--- config.mk ---
export PLATFORM = sky130hd
export DESIGN_NAME = alu_writeback_flat
export DESIGN_NICKNAME = d
export VERILOG_FILES = /design/src/rtl/flow_pkg.sv /design/src/rtl/alu_writeback_if.sv /design/src/rtl/wb_fifo2.sv /design/src/rtl/alu_writeback.sv /design/src/flat_wrapper.sv
export SDC_FILE = /design/constraint.sdc
export NUM_CORES = 1
export LEC_CHECK = 0
export ABC_CLOCK_PERIOD_IN_PS = 5950
export CAP_MARGIN = 20
export CORE_ASPECT_RATIO = 1.5
export CORE_UTILIZATION = 49
export DETAILED_ROUTE_END_ITERATION = 8
export PLACE_DENSITY = 0.79
export SETUP_SLACK_MARGIN = 0.4
export SLEW_MARGIN = 20
export SYNTH_ARGS = -nofsm -noshare
export SYNTH_HDL_FRONTEND = slang
export SYNTH_SLANG_ARGS = --single-unit
--- constraint.sdc ---
create_clock -name clk -period 5.95 [get_ports clk]
set_clock_uncertainty 0.1 [all_clocks]
set_input_delay 1.785 -clock clk [delete_from_list [all_inputs] [get_ports clk]]
set_output_delay 1.785 -clock clk [all_outputs]
set_load 0.05 [all_outputs]
--- src/rtl/flow_pkg.sv ---
// Shared widths, ALU opcode constants and the writeback entry type for the
// ALU result path.
package flow_pkg;

    localparam int unsigned WORD_W  = 16;
    localparam int unsigned RADDR_W = 4;

    typedef enum logic [3:0] {
        ALU_ADD = 4'h0,
        ALU_SUB = 4'h1,
        ALU_AND = 4'h2,
        ALU_OR  = 4'h3,
        ALU_XOR = 4'h4,
        ALU_SHL = 4'h5,
        ALU_SHR = 4'h6,
        ALU_MUL = 4'h7,
        ALU_DIV = 4'h8
    } alu_op_e;

    typedef struct packed {
        logic [WORD_W-1:0]  c;
        logic               ofl;
        logic               err;
        logic [RADDR_W-1:0] dst;
    } wb_entry_t;

endpackage

--- src/rtl/alu_writeback_if.sv ---
// Result handshake, register-file write port and status/trap signals of the
// writeback stage, bundled for connection between producer and writeback.
interface alu_writeback_if;
    import flow_pkg::*;

    logic               in_valid;
    logic               in_ready;
    logic [WORD_W-1:0]  in_c;
    logic               in_ofl;
    logic               in_err;
    logic [RADDR_W-1:0] in_dst;
    logic               rf_stall;
    logic               rf_we;
    logic [RADDR_W-1:0] rf_addr;
    logic [WORD_W-1:0]  rf_wdata;
    logic               status_clr;
    logic               ofl_sticky;
    logic               err_sticky;
    logic               trap;
    logic               trap_ack;
    logic               halted;

    modport master (
        output in_valid, in_c, in_ofl, in_err, in_dst, rf_stall, status_clr, trap_ack,
        input  in_ready, rf_we, rf_addr, rf_wdata, ofl_sticky, err_sticky, trap, halted
    );

    modport slave (
        input  in_valid, in_c, in_ofl, in_err, in_dst, rf_stall, status_clr, trap_ack,
        output in_ready, rf_we, rf_addr, rf_wdata, ofl_sticky, err_sticky, trap, halted
    );

endinterface

--- src/rtl/wb_fifo2.sv ---
// Two-entry in-order FIFO of writeback entries; entry 0 is always the head.
// flush empties it and takes priority over a same-cycle push.
module wb_fifo2
    import flow_pkg::*;
(
    input  logic      clk,
    input  logic      rst,
    input  logic      push,
    input  logic      pop,
    input  logic      flush,
    input  wb_entry_t din,
    output wb_entry_t dout,
    output logic [1:0] count
);

    wb_entry_t e0;
    wb_entry_t e1;

    assign dout = e0;

    always_ff @(posedge clk) begin
        if (rst || flush) begin
            count <= '0;
        end else begin
            case ({push, pop})
                2'b10: begin
                    if (count == 2'd0) begin
                        e0    <= din;
                        count <= 2'd1;
                    end else if (count == 2'd1) begin
                        e1    <= din;
                        count <= 2'd2;
                    end
                end
                2'b01: begin
                    if (count != 2'd0) begin
                        e0    <= e1;
                        count <= count - 2'd1;
                    end
                end
                2'b11: begin
                    // Pop and push together: the new entry lands behind whatever survives.
                    if (count == 2'd2) begin
                        e0 <= e1;
                        e1 <= din;
                    end else begin
                        e0    <= din;
                        count <= 2'd1;
                    end
                end
                default: ;
            endcase
        end
    end

endmodule

--- src/rtl/alu_writeback.sv ---
// ALU writeback stage: buffers results in a 2-deep FIFO, retires them into the
// register file, tracks sticky ofl/err flags and halts on trapping results.
module alu_writeback
    import flow_pkg::*;
#(
    parameter bit TRAP_ON_OFL = 1'b0,
    parameter bit ZERO_REG    = 1'b1
) (
    input  logic            clk,
    input  logic            rst,
    alu_writeback_if.slave  wb
);

    localparam logic [0:0] RUN  = 1'b0;
    localparam logic [0:0] TRAP = 1'b1;

    logic [0:0] state;
    logic [1:0] count;
    wb_entry_t  head;
    wb_entry_t  din;
    logic       push;
    logic       retire;
    logic       head_traps;
    logic       trap_entry;
    logic       ofl_sticky_q;
    logic       err_sticky_q;

    assign din = '{c: wb.in_c, ofl: wb.in_ofl, err: wb.in_err, dst: wb.in_dst};

    // in_ready depends only on registered state so upstream sees no rf_stall path.
    assign wb.in_ready = (count < 2'd2) && (state == RUN);
    assign push        = wb.in_valid && wb.in_ready;
    assign retire      = (state == RUN) && (count != 2'd0) && !wb.rf_stall;
    assign head_traps  = head.err || (TRAP_ON_OFL && head.ofl);
    assign trap_entry  = retire && head_traps;

    assign wb.rf_we      = retire && !head_traps && !(ZERO_REG && (head.dst == '0));
    assign wb.rf_addr    = head.dst;
    assign wb.rf_wdata   = head.c;
    assign wb.trap       = trap_entry;
    assign wb.halted     = (state == TRAP);
    assign wb.ofl_sticky = ofl_sticky_q;
    assign wb.err_sticky = err_sticky_q;

    wb_fifo2 u_fifo (
        .clk   (clk),
        .rst   (rst),
        .push  (push),
        .pop   (retire),
        .flush (trap_entry),
        .din   (din),
        .dout  (head),
        .count (count)
    );

    always_ff @(posedge clk) begin
        if (rst) begin
            state <= RUN;
        end else if (state == RUN) begin
            if (trap_entry) state <= TRAP;
        end else if (wb.trap_ack) begin
            state <= RUN;
        end
    end

    // A retiring flagged entry wins over a same-cycle clear.
    always_ff @(posedge clk) begin
        if (rst) begin
            ofl_sticky_q <= 1'b0;
            err_sticky_q <= 1'b0;
        end else begin
            if (retire && head.ofl)  ofl_sticky_q <= 1'b1;
            else if (wb.status_clr)  ofl_sticky_q <= 1'b0;
            if (retire && head.err)  err_sticky_q <= 1'b1;
            else if (wb.status_clr)  err_sticky_q <= 1'b0;
        end
    end

endmodule

--- src/flat_wrapper.sv ---
// flat-port wrapper written by rule: the top's interface ports become plain ports
module alu_writeback_flat import flow_pkg::*;
#(
    parameter bit TRAP_ON_OFL = 1'b0,
    parameter bit ZERO_REG    = 1'b1
)
  (clk, rst, wb_in_valid, wb_in_c, wb_in_ofl, wb_in_err, wb_in_dst, wb_rf_stall, wb_status_clr, wb_trap_ack, wb_in_ready, wb_rf_we, wb_rf_addr, wb_rf_wdata, wb_ofl_sticky, wb_err_sticky, wb_trap, wb_halted);
  alu_writeback_if wb_i ();
  input  logic clk;
  input  logic rst;
  input wire logic [$bits(wb_i.in_valid)-1:0] wb_in_valid;
  input wire logic [$bits(wb_i.in_c)-1:0] wb_in_c;
  input wire logic [$bits(wb_i.in_ofl)-1:0] wb_in_ofl;
  input wire logic [$bits(wb_i.in_err)-1:0] wb_in_err;
  input wire logic [$bits(wb_i.in_dst)-1:0] wb_in_dst;
  input wire logic [$bits(wb_i.rf_stall)-1:0] wb_rf_stall;
  input wire logic [$bits(wb_i.status_clr)-1:0] wb_status_clr;
  input wire logic [$bits(wb_i.trap_ack)-1:0] wb_trap_ack;
  output wire logic [$bits(wb_i.in_ready)-1:0] wb_in_ready;
  output wire logic [$bits(wb_i.rf_we)-1:0] wb_rf_we;
  output wire logic [$bits(wb_i.rf_addr)-1:0] wb_rf_addr;
  output wire logic [$bits(wb_i.rf_wdata)-1:0] wb_rf_wdata;
  output wire logic [$bits(wb_i.ofl_sticky)-1:0] wb_ofl_sticky;
  output wire logic [$bits(wb_i.err_sticky)-1:0] wb_err_sticky;
  output wire logic [$bits(wb_i.trap)-1:0] wb_trap;
  output wire logic [$bits(wb_i.halted)-1:0] wb_halted;
  assign wb_i.in_valid = wb_in_valid;
  assign wb_i.in_c = wb_in_c;
  assign wb_i.in_ofl = wb_in_ofl;
  assign wb_i.in_err = wb_in_err;
  assign wb_i.in_dst = wb_in_dst;
  assign wb_i.rf_stall = wb_rf_stall;
  assign wb_i.status_clr = wb_status_clr;
  assign wb_i.trap_ack = wb_trap_ack;
  assign wb_in_ready = wb_i.in_ready;
  assign wb_rf_we = wb_i.rf_we;
  assign wb_rf_addr = wb_i.rf_addr;
  assign wb_rf_wdata = wb_i.rf_wdata;
  assign wb_ofl_sticky = wb_i.ofl_sticky;
  assign wb_err_sticky = wb_i.err_sticky;
  assign wb_trap = wb_i.trap;
  assign wb_halted = wb_i.halted;
  alu_writeback #(.TRAP_ON_OFL(TRAP_ON_OFL), .ZERO_REG(ZERO_REG)) u_core (.clk(clk), .rst(rst), .wb(wb_i));
endmodule
After elaboration in Yosys (flattened, before gate mapping)
Cells that the tools add are included.

operators by class
  reduce and logical (&&, ||, !) cells = 22
  bitwise operators = 2
  order comparisons = 1
  eq/ne operators = 12
  add/sub/neg operators = 1
  muxes and demuxes = 19

operator list
  cell                                                                      count
  22-bit two-way mux                                                        6
  22-bit case mux with 3 select lines                                       1
  22-bit case mux with 2 select lines                                       1
  2-bit inequality test (second input constant)                             5
  1-bit logical AND                                                         8
  2-bit two-way mux                                                         4
  4-bit AND reduction                                                       2
  2-bit nonzero test                                                        4
  2-bit equality test (second input constant)                               3
  1-bit two-way mux                                                         6
  2-bit case mux with 3 select lines                                        1
  5-bit AND reduction                                                       1
  2-bit by 1-bit equality test with 1-bit output (second input constant)    2
  4-bit logical NOT                                                         1
  1-bit logical NOT                                                         3
  3-bit inequality test (second input constant)                             1
  3-bit nonzero test                                                        1
  2-bit logical NOT                                                         1
  2-bit < comparator (second input constant)                                1
  2-bit by 1-bit inequality test with 1-bit output (second input constant)  1
  1-bit NOT                                                                 2
  2-bit by 1-bit subtractor with 2-bit output (second input constant)       1
  1-bit logical OR                                                          1

word-level totals
  input port bits = 28
  output and inout bits = 26
  register bits after elaboration = 49

Logic depth before layout (Yosys ltp)
  depth after elaboration = 7
  gate-level depth with buffers = 6

Hierarchy
From an unflattened synthesis, not the netlist that was laid out.

second synthesis, totals
  cell total of the unflattened synthesis = 120
  area total of the unflattened synthesis = 2,025.7 um^2

by module, submodules not included
  module         cells each  instances  sequential area each (um^2)  area an instance (um^2)
  wb_fifo2       100         1          1,361.3                      1,850.5
  alu_writeback  20          1          60.1                         175.2

Least setup slack after synthesis
Ideal clock, no wire load.

  kind = in2reg
  start point = input wb_rf_stall
  end point = register u_core.u_fifo.e1[0] (netlist name) (enable)
  cell stages on the path = 4
  data arrival time = 4.475 ns
  slack = 0.918 ns
  setup time = 0.457 ns
  path through = nor3_4 > nand2_1 > inv_1 > nor4_1

on the way
  longest elaborated chain between the ends = 6
  elaborated cells between the ends (all ways) = 12
  those cells by class = 5 x eq/ne; 1 x bitwise; 6 x reduce/logical

RTL lines
  element                               RTL line             RTL
  start, declared                       flat_wrapper.sv:16   input wire logic [$bits(wb_i.rf_stall)-1:0] wb_rf_stall;
  1-bit logical NOT                     alu_writeback.sv:33  assign retire = (state == RUN) && (count != 2'd0) && !wb.rf_stall;
  1-bit logical AND                     alu_writeback.sv:33
  1-bit logical AND                     alu_writeback.sv:35  assign trap_entry = retire && head_traps;
  net wb_trap                           flat_wrapper.sv:25   output wire logic [$bits(wb_i.trap)-1:0] wb_trap;
  1-bit logical OR                      wb_fifo2.sv:22       if (rst || flush) begin
  1-bit NOT (no source line)            --
  5-bit AND reduction (no source line)  --
  end signal, assigned                  wb_fifo2.sv:31       e1 <= din;
  end signal, assigned                  wb_fifo2.sv:45       e1 <= din;
  end, declared                         wb_fifo2.sv:17       wb_entry_t e1;

The timed path passes the listed nets, and every way through them passes these cells.
A chain may end at the register's enable or synchronous reset.

Final worst setup path
  start point = input wb_rf_stall
  end point = output wb_trap

on the way
  longest elaborated chain between the ends = 3

RTL lines
  element            RTL line
  1-bit logical NOT  alu_writeback.sv:33
  1-bit logical AND  alu_writeback.sv:33
  1-bit logical AND  alu_writeback.sv:35
  end, declared      flat_wrapper.sv:25

No other way between the ends.

==> impl_summary.md <==
Worst setup path
The critical path starts at wb_rf_stall. The critical path goes through clkdlybuf4s50_1, nor3_4, nand2_1, inv_1, buf_4. The worst endpoint data arrival time is 3180 ps.

The kind of critical path is input pin to primary output. The startpoint type of the worst setup path is an input pin. The longest individual stage delay on the worst path is 510 ps. The worst setup path is captured at a primary output.

Data on the critical path is required at its endpoint by 4070 ps. The cell with the largest stage delay on the worst path is sky130_fd_sc_hd__clkdlybuf4s50_1. Of all nets on the critical path, the largest fanout is 8. The startpoint of the worst-slack reg-to-reg timing path is u_core.u_fifo.count[1]$_SDFFE_PP0P_.

Floorplan
The number of ports placed on the die boundary is 54. The die outline area is 4780 um2. The core region is 4280 um2.

The number of core rows is 29. The die boundary height is 84.2 um. Once the floorplan was initialized, standard cells occupied 51.6% of the core. From left edge to right edge, the die measures 56.8 um.

Synth
Counting flops with an async set or reset pin after synthesis yields a share of 0%. The number of instances in the synthesized netlist is 135. The commonest register cell after synthesis is sky130_fd_sc_hd__edfxtp_1. The synthesized netlist devotes 1.70% of its cell area to adder and majority cells. Of the post-synthesis cell area, the part taken by muxes is 15.5%. The mapped netlist covers 2210 um2. The area fraction in compound gates after synthesis is 4.02%. By area, the combinational part of the netlist is dominated by multiplexers. The synthesized area divided by synthesized cell count is 16.4 um2. After Yosys synthesis, and, or, nand and nor cells account for 5.27% of the synthesized area. Counting flops with a built-in enable in the synthesized netlist gives 44. The number of nets in the synthesized netlist is 166. The fraction of synthesized cell area in xor and xnor cells is 0%. The number of warnings issued by yosys is 0.

The synthesized design contains 49 register bits. The netlist uses 27 different library cells. After synthesis, flip-flops and latches occupy 64.4% of the total area.

Drt
For this block, the initial DRC count from the detailed router was 98. After detailed routing, the number of vias per cell comes to 5.33. The routed design has 3620 um of wire. In this run the remaining antenna-violating nets after routing total 0.

The routed layout has 1178 vias. The pre-antenna-repair detailed-routing pass consisted of 6 iterations. The DRC violation count after routing is 6. After detailed routing, the average wire length per cell comes to 16.4 um.

Timing
Setup violations remaining at the end of the flow were counted as 0. The count of final max-slew check failures was 0. For the finished layout, the period the worst path requires is 5070 ps. The count of endpoints failing hold in the final timing report is 0.

The worst pin sits at a relative slew slack of 65.3%. Based on the critical path, the design can be clocked at up to 0.197 GHz. Setup total negative slack on the finished layout was measured at 0 ps. The worst path uses 85.2% of the clock period. The transition time at the pin with the least slew margin is 519 ps. Setup repair after global routing left no endpoint under its margin.

Clock tree
The hold buffer count at CTS is 0. The cell sitting at the root of the clock tree is a sky130_fd_sc_hd__clkbuf_8. The TritonCTS clock tree is yes. The H-tree depth reported by CTS is 2.

The number of buffers inserted by post-CTS setup repair is 0. Clock latency on the worst-skew pair, taken at its later pin, is 290 ps. The clock net in this run drives a total of 49 sinks. The clock slew at the register clock pins of the worst setup and hold paths is 80 ps.

The TritonCTS buffer count is 5. The post-CTS resize count is 0. The longest clock path from root to sink contains 2 buffers.

Run
The number of violations of the max-capacitance limit is 0.

Final layout
The cell area after layout is 2700 um2. In the final design database the tool counted 206 nets. The area growth from synthesis to layout is 22.4%. The final antenna diode count is 0.

The fraction of final layout cells with drive strength greater than 1 is 20.0%.

Place
The cell area after placement is 2630 um2. Port buffering added 53 buffers. At the end of routability-driven placement, the weighted congestion stood at 0.959. The half-perimeter wire length of the detailed placement result is 2700 um.

Power and ir drop
Summed over all nets, the switching power comes to 0.374 mW. The overall power is 1.06 mW. The clock network is responsible for 16.6% of the overall power. The design internal power is 0.681 mW. For this design the ratio of total power to cell area is 390 nW/um2.

The leakage component of the power is 0.952 nW. The combinational group share of total power is 39.0%. Sequential cells account for 44.4% of the total power. VDD sags by at most 0.190 mV. Net switching is 35.5% of the power.

GRT
The first global-routing pass estimated 5940 um of wire. The maximum number of pins on one net before global-route repair is 23. The number of antenna violations at the first check in global routing is 0. The global router's overall resource usage is 16.5%. The number of global-route vias before repair is 1195. For this run the aggregate overflow at the end of global routing stands at 0.

Run status
The final reports fail on design-rule violations. The run finished, with violations left.

Min path
The kind of path behind the tightest hold check is register to register. The worst min-delay path startpoint is u_core.wb.err_sticky$_SDFFE_PP0P_.
synthesized netlist by cell type (all sizes together), types with 2 or more instances:
cell,number,share of area [%]
a21oi,5,1.1
inv,3,0.51
buf,22,8.6
nor3,2,0.96
edfxtp,44,60
nand2,4,0.68
ha,3,1.7
nor2,6,1.0
mux2,22,15
nand2b,3,0.85
nor2b,2,0.57
mux2i,2,0.91
o21ai,2,0.45
dfxtp,5,4.5
state kept, by name, summed over array words and instances (netlist names):
signal	cells
u_core.wb.halted	1
u_core.wb.err_sticky	1
u_core.u_fifo.e1	22
u_core.wb.ofl_sticky	1
u_core.u_fifo.count	2
u_core.u_fifo.dout	22
power groups by stage:
| stage | Clock (mW) | Sequential (mW) | Combinational [mW] |
|---|---|---|---|
| 5_1_grt | 0.191 | 0.474 | 0.431 |
| 3_5_place_dp | 0 | 0.476 | 0.414 |
| 3_3_place_gp | 0 | 0.472 | 0.400 |
| 2_1_floorplan | 0 | 0.480 | 0.329 |
| 6_report | 0.175 | 0.469 | 0.412 |
| 4_1_cts | 0.179 | 0.468 | 0.415 |
worst paths after layout:
path,cells past startpoint,to,slack [ps]
max,5,wb_trap,880
min,2,u_core.wb.err_sticky$_SDFFE_PP0P_,390
max reg2reg,5,u_core.u_fifo.dout[0]$_DFFE_PP_,3490
min reg2reg,2,u_core.wb.err_sticky$_SDFFE_PP0P_,390
area by class of cell:
| type | instances | area, um2 |
|---|---|---|
| Multi-Input combinational cell | 61 | 597 |
| Fill cell | 323 | 1580 |
| Sequential cell | 49 | 1420 |
| Timing Repair Buffer | 55 | 541 |
| Clock buffer | 6 | 72.6 |
| Clock inverter | 1 | 3.75 |
| Tap cell | 46 | 57.6 |
| Inverter | 3 | 11.3 |
per-stage QoR:
stage | hold WS, ps | instances | setup slack (ps) | utilization (%)
after detailed placement | 375 | 214 | 881 | 61.4
final | 390 | 221 | 883 | 63.2
after floorplan | 348 | 135 | 918 | -
after CTS | 387 | 221 | 884 | 63.2
after global placement | 376 | 214 | 951 | 61.4
after global routing | 417 | 221 | 757 | 63.2
worst max-delay path, delay by kind of cell:
kind                   cells  cell delay, ps
buffers and inverters      3             870
and+or+nand+nor            2             530
routing by layer:
metal	up-vias	global-route usage (%)	wire [um]
li1	566	-	-
met1	568	18.9	1390
met2	37	29.8	2030
met3	7	2.62	145
met4	0	7.76	65
met5	-	0	0
cell families after synthesis:
logic type      after synthesis
simple gates                 21
buf+inv                      25
fa+ha+maj                     3
compound gates               13
mux                          24
flops                        49
placed cells by master (no fill, tap or decap), types with 3 or more instances in the layout:
cell,n
sky130_fd_sc_hd__edfxtp_1,44
sky130_fd_sc_hd__nand2b_1,3
sky130_fd_sc_hd__clkbuf_8,5
sky130_fd_sc_hd__clkdlybuf4s50_1,51
sky130_fd_sc_hd__mux2_4,20
sky130_fd_sc_hd__nand2_1,4
sky130_fd_sc_hd__a21oi_1,5
sky130_fd_sc_hd__inv_1,3
sky130_fd_sc_hd__nor2_1,6
sky130_fd_sc_hd__dfxtp_1,5
sky130_fd_sc_hd__buf_4,4
sky130_fd_sc_hd__ha_1,3
Power figures use the tool's default switching activity.
